===== config.mk =====
export PLATFORM = sky130hd
export DESIGN_NAME = uart_frame_bridge
export DESIGN_NICKNAME = d
export VERILOG_FILES = /design/src/rtl/uart_frame_bridge.sv
export SDC_FILE = /design/constraint.sdc
export NUM_CORES = 1
export LEC_CHECK = 0
export ABC_AREA = 1
export ABC_CLOCK_PERIOD_IN_PS = 5900
export CAP_MARGIN = 15
export CORE_MARGIN = 2
export CORE_UTILIZATION = 58
export DETAILED_ROUTE_END_ITERATION = 10
export PLACE_DENSITY_LB_ADDON = 0.12
export REMOVE_ABC_BUFFERS = 1
export SETUP_SLACK_MARGIN = 0.5
export SLEW_MARGIN = 0
export SYNTH_ARGS = -nofsm -noshare
export SYNTH_HDL_FRONTEND = slang
export SYNTH_SLANG_ARGS = --single-unit

===== constraint.sdc =====
create_clock -name clk -period 5.9 [get_ports clk]
set_input_delay 0.885 -clock clk [delete_from_list [all_inputs] [get_ports clk]]
set_output_delay 0.885 -clock clk [all_outputs]
set_load 0.05 [all_outputs]

===== src/rtl/uart_frame_bridge.sv =====
// -----------------------------------------------------------------------------
// uart_frame_bridge
//
// Purpose
//   Bridges a character-oriented UART link to a frame-oriented coprocessor.
//   RX path: gathers FRAME_BYTES characters into one wide frame and offers it
//   on a valid/ready port, with overrun flagging and an idle timeout that
//   drops stale partial frames.
//   TX path: accepts one wide result frame and serialises it, character by
//   character, onto a valid/ready transmitter port.
//   The two paths share only clk, rst_n and clr.
//
// Ports
//   clk         in   single clock, rising edge
//   rst_n       in   asynchronous active-low reset
//   clr         in   synchronous active-high clear, highest priority
//   rx_data     in   [DBITS]   received character
//   rx_valid    in   one-cycle strobe per received character
//   din         out  [FW]      assembled frame to coprocessor
//   din_valid   out  frame available
//   din_ready   in   coprocessor accepts frame
//   dout        in   [FW]      result frame from coprocessor
//   dout_valid  in   result frame available
//   dout_ready  out  bridge accepts result frame
//   tx_data     out  [DBITS]   character to UART transmitter
//   tx_valid    out  character available
//   tx_ready    in   transmitter accepts character
//   rx_count    out  [CW]      characters held in the partial frame
//   overrun     out  sticky: a complete frame was dropped
//   timeout     out  one-cycle pulse: a partial frame was dropped
// -----------------------------------------------------------------------------
module uart_frame_bridge #(
   parameter  int DBITS          = 8,
   parameter  int FRAME_BYTES    = 16,
   parameter  int TIMEOUT_CYCLES = 1_000_000,
   localparam int FW             = FRAME_BYTES * DBITS,
   localparam int CW             = $clog2(FRAME_BYTES + 1)
) (
   input  logic             clk,
   input  logic             rst_n,
   input  logic             clr,
   input  logic [DBITS-1:0] rx_data,
   input  logic             rx_valid,
   output logic [FW-1:0]    din,
   output logic             din_valid,
   input  logic             din_ready,
   input  logic [FW-1:0]    dout,
   input  logic             dout_valid,
   output logic             dout_ready,
   output logic [DBITS-1:0] tx_data,
   output logic             tx_valid,
   input  logic             tx_ready,
   output logic [CW-1:0]    rx_count,
   output logic             overrun,
   output logic             timeout
);

   // ---------------------------------------------------------------------------
   // Derived constants
   // ---------------------------------------------------------------------------
   localparam int IW          = (FRAME_BYTES > 1) ? $clog2(FRAME_BYTES) : 1;
   localparam bit TO_EN       = (TIMEOUT_CYCLES > 0);
   localparam int TW          = (TIMEOUT_CYCLES > 1) ? $clog2(TIMEOUT_CYCLES) : 1;
   localparam int TO_LAST_INT = TO_EN ? (TIMEOUT_CYCLES - 1) : 0;

   localparam logic [CW-1:0] LAST_CNT = CW'(FRAME_BYTES - 1);
   localparam logic [IW-1:0] LAST_IDX = IW'(FRAME_BYTES - 1);
   localparam logic [TW-1:0] TO_LAST  = TW'(TO_LAST_INT);

   // ---------------------------------------------------------------------------
   // RX path state
   // ---------------------------------------------------------------------------
   logic [FW-1:0] asm_q,       asm_d;        // frame under assembly
   logic [CW-1:0] rx_count_q,  rx_count_d;
   logic [TW-1:0] idle_q,      idle_d;       // idle cycles since last character
   logic [FW-1:0] din_q,       din_d;        // output holding register
   logic          din_valid_q, din_valid_d;
   logic          overrun_q,   overrun_d;
   logic          timeout_q,   timeout_d;
   logic          frame_done;

   always_comb begin
      // NOTE: every signal assigned here gets a default first so no path can
      // leave it unassigned, which would otherwise infer a latch.
      asm_d       = asm_q;
      rx_count_d  = rx_count_q;
      idle_d      = idle_q;
      din_d       = din_q;
      din_valid_d = din_valid_q;
      overrun_d   = overrun_q;
      timeout_d   = 1'b0;
      frame_done  = 1'b0;

      if (clr) begin
         asm_d       = '0;
         rx_count_d  = '0;
         idle_d      = '0;
         din_d       = '0;
         din_valid_d = 1'b0;
         overrun_d   = 1'b0;
      end else begin
         // Character capture. A strobe always wins over timeout expiry, so a
         // character arriving on the expiry cycle extends the frame instead.
         if (rx_valid) begin
            asm_d[int'(rx_count_q) * DBITS +: DBITS] = rx_data;
            idle_d = '0;
            if (rx_count_q == LAST_CNT) begin
               rx_count_d = '0;
               frame_done = 1'b1;
            end else begin
               rx_count_d = rx_count_q + 1'b1;
            end
         end else if (TO_EN && (rx_count_q != '0)) begin
            if (idle_q == TO_LAST) begin
               // Stale partial frame: drop it and announce with a pulse.
               asm_d      = '0;
               rx_count_d = '0;
               idle_d     = '0;
               timeout_d  = 1'b1;
            end else begin
               idle_d = idle_q + 1'b1;
            end
         end

         // Output register. A completed frame may load if the register is
         // empty or is being emptied this very cycle (back-to-back, no gap);
         // otherwise the new frame is lost and overrun sticks.
         if (frame_done) begin
            if (!din_valid_q || din_ready) begin
               din_d       = asm_d;
               din_valid_d = 1'b1;
            end else begin
               overrun_d = 1'b1;
            end
         end else if (din_valid_q && din_ready) begin
            din_valid_d = 1'b0;
         end
      end
   end

   // NOTE: the frame buffers are reset along with the control state because
   // din must read as zero in reset; stale assembly data is never exposed.
   always_ff @(posedge clk or negedge rst_n) begin
      if (!rst_n) begin
         asm_q       <= '0;
         rx_count_q  <= '0;
         idle_q      <= '0;
         din_q       <= '0;
         din_valid_q <= 1'b0;
         overrun_q   <= 1'b0;
         timeout_q   <= 1'b0;
      end else begin
         // NOTE: sequential state uses non-blocking assignments so every
         // register samples the pre-edge values of its peers.
         asm_q       <= asm_d;
         rx_count_q  <= rx_count_d;
         idle_q      <= idle_d;
         din_q       <= din_d;
         din_valid_q <= din_valid_d;
         overrun_q   <= overrun_d;
         timeout_q   <= timeout_d;
      end
   end

   assign din       = din_q;
   assign din_valid = din_valid_q;
   assign rx_count  = rx_count_q;
   assign overrun   = overrun_q;
   assign timeout   = timeout_q;

   // ---------------------------------------------------------------------------
   // TX path: two-state serialiser with registered outputs
   // ---------------------------------------------------------------------------
   typedef enum logic {
      IDLE,
      SEND
   } tx_state_t;

   tx_state_t        state_q;
   logic [FW-1:0]    cap_q;          // captured result frame
   logic [IW-1:0]    idx_q;          // index of character being offered
   logic [DBITS-1:0] tx_data_q;
   logic             tx_valid_q;
   logic             dout_ready_q;

   always_ff @(posedge clk or negedge rst_n) begin
      if (!rst_n) begin
         state_q      <= IDLE;
         cap_q        <= '0;
         idx_q        <= '0;
         tx_data_q    <= '0;
         tx_valid_q   <= 1'b0;
         dout_ready_q <= 1'b1;
      end else if (clr) begin
         state_q      <= IDLE;
         cap_q        <= '0;
         idx_q        <= '0;
         tx_data_q    <= '0;
         tx_valid_q   <= 1'b0;
         dout_ready_q <= 1'b1;
      end else begin
         case (state_q)
            IDLE: begin
               if (dout_valid) begin
                  cap_q        <= dout;
                  idx_q        <= '0;
                  tx_data_q    <= dout[DBITS-1:0];
                  tx_valid_q   <= 1'b1;
                  dout_ready_q <= 1'b0;
                  state_q      <= SEND;
               end
            end
            SEND: begin
               // tx_data only moves on an accepted character, so it holds
               // steady through any transmitter stall.
               if (tx_ready) begin
                  if (idx_q == LAST_IDX) begin
                     tx_valid_q   <= 1'b0;
                     dout_ready_q <= 1'b1;
                     state_q      <= IDLE;
                  end else begin
                     idx_q     <= idx_q + 1'b1;
                     tx_data_q <= cap_q[(int'(idx_q) + 1) * DBITS +: DBITS];
                  end
               end
            end
            default: begin
               state_q <= IDLE;
            end
         endcase
      end
   end

   assign tx_data    = tx_data_q;
   assign tx_valid   = tx_valid_q;
   assign dout_ready = dout_ready_q;

endmodule

==> results of run 1 <==
-- synthesized netlist by cell type (2+ instances only) --
master       n
buf_2       43
nor3_1      24
nor4_1       3
nand3_2      3
and2_1      25
a21oi_1     44
o2111ai_1    9
o21ai_0     83
xor2_1       9
dfrtp_1    418
nand2_1    808
ha_1         5
o22ai_1      2
a32o_1      83
inv_2        3
clkbuf_1   122
nor2_4       2
nand3_1    491
inv_1      219
clkinv_1     3
nor2_2       5
o211ai_1    10
buf_1       13
nand4_1     89
nor2_1      65
buf_4        2
-- placed cells by master (no fill, tap or decap), types with 5 or more instances in the layout --
| cell | netlist | layout |
|---|---|---|
| a32o_1 | 83 | 83 |
| nor2_2 | 5 | 6 |
| o21ai_0 | 83 | 83 |
| buf_4 | 2 | 21 |
| nand4_1 | 89 | 89 |
| ha_1 | 5 | 5 |
| and2_1 | 25 | 25 |
| clkdlybuf4s50_1 | 0 | 285 |
| clkbuf_8 | 0 | 11 |
| clkinv_2 | 0 | 11 |
| dfrtp_1 | 418 | 418 |
| xor2_1 | 9 | 9 |
| nor2_1 | 65 | 61 |
| diode_2 | 0 | 10 |
| o2111ai_1 | 9 | 9 |
| clkbuf_1 | 122 | 9 |
| bufinv_16 | 0 | 6 |
| nand3_1 | 491 | 490 |
| nor2_4 | 2 | 5 |
| o211ai_1 | 10 | 10 |
| clkbuf_16 | 0 | 47 |
| inv_1 | 219 | 217 |
| a21oi_1 | 44 | 44 |
| nor3_1 | 24 | 24 |
| nand2_1 | 808 | 807 |
-- layer usage --
metal	routed length, um	share of wire	global-route usage	vias up
met1	25200	0.42	0.474	9459
met5	0	0	0	-
met2	27600	0.45	0.493	1065
met4	2370	0.039	0.153	0
li1	-	-	-	8999
met3	5630	0.093	0.0529	160
-- registers in the layout (all words and copies together), names as in the netlist --
register	count
overrun	1
idx_q	4
timeout	1
din	128
din_valid	1
tx_data	8
state_q	1
asm_q	128
idle_q	20
cap_q	120
dout_ready	1
rx_count	5
tx_valid	1
-- worst paths after layout --
path | startpoint | to
max reg2reg | rx_count[0] | idle_q[11]
max in group asynchronous | rst_n | cap_q[26]
min | rst_n | cap_q[20]
min in group clk | dout_ready | dout_ready
min reg2reg | dout_ready | dout_ready
max | rx_count[0] | idle_q[11]
-- critical path, cell delays in order (launching register included) --
cell and delay, ns:
dfrtp_1 0.45, inv_1 0.36, ha_1 0.44, nand2_1 0.14, inv_1 0.05, ha_1 0.19
inv_1 0.22, nand3_4 0.82, nand2_1 0.89, inv_1 0.23, and3_1 0.22
-- power breakdown --
part           switching, uW  total, uW  internal, uW
clock network           1170       3030          1860
logic                    967       1430           459
registers                127       3220          3090
-- stage by stage --
stage / worst slack, ns / hold slack (ns) / power [uW] / area (um2) / cells
after floorplan: -2.60 / 0.461 / 4080 / 19900 / 2413
after global placement: 1.99 / 0.456 / 4630 / 23600 / 3184
after detailed placement: 1.82 / 0.462 / 4670 / 23600 / 3184
after CTS: 1.81 / 0.472 / 7680 / 25200 / 3267
after global routing: 1.44 / 0.496 / 7950 / 25200 / 3276
final: 1.75 / 0.402 / 7670 / 25200 / 3278
-- layout make-up --
class                           count  share of cell area
Tap cell                          461              0.0229
Multi-Input combinational cell   1769               0.340
Sequential cell                   419               0.416
Timing Repair Buffer              311               0.123
Clock inverter                     16             0.00927
Inverter                          225              0.0337
Antenna cell                       10            0.000992
Clock buffer                       67              0.0539
-- cell families (layout without fill, tap and decap cells) --
| logic type | count (synthesis) | count (layout) | synth area share |
|---|---|---|---|
| buffers and inverters | 405 | 619 | 0.0767 |
| XOR/XNOR | 10 | 10 | 0.00516 |
| adder cells (fa/ha/maj) | 5 | 5 | 0.00303 |
| other | 0 | 10 | 0 |
| AND/OR/NAND/NOR | 1519 | 1519 | 0.326 |
| AO/OA/AOI/OAI | 235 | 235 | 0.0806 |
| flip-flops | 419 | 419 | 0.509 |
==> results_dict.tcl, run 1 <==
set metrics [dict create \
    std_cell_rows 69 \
    cts_resized 0 \
    fmax_mhz 241 \
    die_y_um 193 \
    peakVddDrop_mv 0.251 \
    synth_edf_count 0 \
    cts_tree "yes" \
    drtIter0Drc 2286 \
    path_max_fanout 84 \
    setup_violations 0 \
    grt_pass1_vias 18687 \
    r2r_cells 10 \
    clkLatencyLatePin_ns 0.56 \
    routedWlPerCell_um 18.5 \
    maxCapViolCount 0 \
    synthTopCellsByArea "dfrtp_1 51%, nand2_1 15%, nand3_1 12%" \
    hold_viol 0 \
    htreeDepth 2 \
    multiInputGateArea_um2 8590 \
    routabilityCongestion 0.890 \
    synth_cells 2593 \
    dpl.hpwl_um 37800 \
    cp_data_arrival_time_ns 4.58 \
    status "finished, final reports clean" \
    start_util 0.584 \
    grt_max_degree 146 \
    synthFlopType "dfrtp_1" \
    synth_cell_types 36 \
    finalClockSkew_ns 0.0211 \
    rsz0062_at_grt "no" \
    hold_buffers 0 \
    via_per_inst 6.00 \
    drc 0 \
    finalCriticalPeriod_ns 4.15 \
    syn-mean-instance-area_um2 7.95 \
    ys_seq_area_frac 0.509 \
    io_pins 289 \
    antenna_found_initial 8 \
    tns_ns 0 \
    yosysTopAreaCell "dfrtp_1" \
    cp-end-kind "flop" \
    drive_above_1_share 0.0452 \
    layout.nets 2919 \
    cp-start-kind "flop" \
    relSlewSlack 0.271 \
    ant_nets 0 \
    port_buffers 288 \
    cp.required_ns 6.34 \
    fillers 2798 \
    grt_overflow 0 \
    tightest_slew_ns 1.09 \
    cts.clk_slew.worst_paths_ns 0.06 \
    power_leakage_uw 0.0126 \
    numCtsBuffers 45 \
    holdCritPathClass "in2async" \
    p_per_area_nw_per_um2 304 \
    post_cts_buffers 0 \
    drt_pass1_iterations 6 \
    die_x_um 193 \
    synthDominantCellAreaShare 0.507 \
    syn_area_um2 20600 \
    cts_root_buffer "clkbuf_16" \
    worstSetupPathType "reg2reg" \
    ff_latch_area_um2 10500 \
    clockBufferDepth 3 \
    postSynth.asyncResetShare 1.00 \
    r2r_slack_ns 1.75 \
    slew_violations 0 \
    routed_wl_um 60800 \
    ys_warn_count 0 \
    core_area_um2 35300 \
    area_delta_synth_final_pct 22.4 \
    min_period_over_period 0.703 \
    grt_first_pass_wirelength_um 97300 \
    vias 19683 \
    utilization 0.715 \
    die-area_um2 37100 \
    clkSinkCount 419 \
    grt_usage 0.330 \
    synth_seq_cells 419 \
]
Note: power is estimated with default switching activity, not from simulation.
==> run 2: changes to the inputs <==
Settings changed: ABC_CLOCK_PERIOD_IN_PS 5900 to 4000, CORE_UTILIZATION 58 to 55.
Clock period 5.9 ns to 4 ns, I/O delays scaled along.
==> results_dict.tcl, run 2 (synthesis results as in run 1) <==
set metrics [dict create \
    slew_violations 0 \
    rsz0062_at_grt "no" \
    drtIter0Drc 1813 \
    post_cts_buffers 0 \
    hold_slack_ns 0.00502 \
    io_pins 289 \
    setup_violations 0 \
    grt_pass1_vias 18572 \
    holdCritPathClass "in2async" \
    cts_root_buffer "clkbuf_16" \
    fmax_mhz 314 \
    cp.required_ns 4.46 \
    grt_overflow 0 \
    slowest_stage "nor2_4" \
    path_max_fanout 22 \
    tightest_slew_ns 0.968 \
    cts.clk_slew.worst_paths_ns 0.06 \
    die_y_um 198 \
    crit_family "simple AND/OR/NAND/NOR gates" \
    final_common_cell "nand2_1" \
    htreeDepth 2 \
    power_leakage_uw 0.0127 \
    dpl.hpwl_um 38800 \
    relSlewSlack 0.354 \
    utilization 0.690 \
    die_x_um 198 \
    antenna_found_initial 3 \
    path_buf_inv 3 \
    grt_usage 0.317 \
    cp-start-kind "flop" \
    worstSetupPathType "reg2reg" \
    finalCriticalPeriod_ns 3.18 \
    clockBufferDepth 3 \
    drt_pass1_iterations 5 \
    peakVddDrop_mv 0.412 \
    via_per_inst 5.88 \
    drive_above_1_share 0.0514 \
    clkLatencyLatePin_ns 0.58 \
    cts_tree "yes" \
    routed_wl_um 61200 \
    clkSinkCount 419 \
    std_cell_rows 70 \
    core_area_um2 36800 \
    vias 19368 \
    routedWlPerCell_um 18.6 \
    status "finished, final reports clean" \
    worst_slack_ns 0.818 \
    timing.critical_path.cells "inv_1 > ha_1 > nand2_1 > inv_1 > ha_1 > inv_1 > nand4_2 > nor2_4 > nand3_1 > nand2_1 > nand3_1 > nand3_1 > nand2_1" \
    cp_data_arrival_time_ns 3.64 \
    ant_nets 0 \
    p_per_area_nw_per_um2 442 \
    maxCapViolCount 0 \
    pre_cts_ws_ns 0.894 \
    grt_max_degree 132 \
    hold_viol 0 \
    final_cell_mix "807 x nand2_1, 490 x nand3_1, 418 x dfrtp_1" \
    slowest_delay_ns 0.48 \
    routabilityCongestion 0.882 \
    area_delta_synth_final_pct 23.2 \
    drc 0 \
    layout.nets 2933 \
    finalClockSkew_ns 0.0182 \
    start_util 0.560 \
    grt_first_pass_wirelength_um 98400 \
    hold_buffers 0 \
    cts_resized 0 \
    min_period_over_period 0.795 \
    port_buffers 288 \
    die-area_um2 39000 \
    numCtsBuffers 45 \
    cp-end-kind "flop" \
]
==> run 2: metrics by stage <==
step	power (uW)	instance area, um2	TNS [ns]	cells
finish	11200	25400	0	3293
detailed placement	6910	23800	0	3206
CTS	11300	25400	0	3289
global placement	6860	23800	0	3206
floorplan	6020	19900	-826.53	2413
global route	11600	25400	0	3292
==> run 2: report_power, final <==
group | internal [uW] | total [uW] | switching, uW | leakage (uW)
Combinational | 691 | 2110 | 1420 | 0.00631
Sequential | 4560 | 4750 | 189 | 0.00557
Clock | 2620 | 4360 | 1740 | 0.000779
Total | 7860 | 11200 | 3350 | 0.0127
==> run 2: cell type report <==
type	instances	area, um2
clock inverters	16	168
well taps	468	586
fillers	2996	11400
diodes	4	10.0
flip-flops and latches	419	10500
inverters	225	851
multi-input cells	1769	8590
repair buffers	325	3300
clock buffers	67	1400
==> run 2: layer usage <==
layer | up-vias | global-route usage | part of all wire
met5 | - | 0 | 0
met2 | 852 | 0.492 | 0.46
met3 | 156 | 0.0435 | 0.075
met4 | 0 | 0.154 | 0.047
li1 | 9029 | - | -
met1 | 9331 | 0.440 | 0.42
==> run 2: worst paths after layout <==
path	startpoint	endpoint	cells after the start	slack [ns]
worst max-delay path	rx_count[0]	din[30]	13	0.82
worst min-delay path	rst_n	idle_q[13]	1	0.005
worst max register to register	rx_count[0]	din[30]	13	0.82
worst min register to register	din[79]	din[79]	2	0.47
max in group asynchronous	rst_n	tx_data[6]	2	2.97
min in group clk	din[79]	din[79]	2	0.47
==> run 2: worst register-to-register path: stages (launching register included) <==
cell and delay (ns):
dfrtp_1 0.43, inv_1 0.09, ha_1 0.29, nand2_1 0.13
inv_1 0.05, ha_1 0.19, inv_1 0.25, nand4_2 0.25
nor2_4 0.48, nand3_1 0.44, nand2_1 0.15, nand3_1 0.10
nand3_1 0.12, nand2_1 0.07
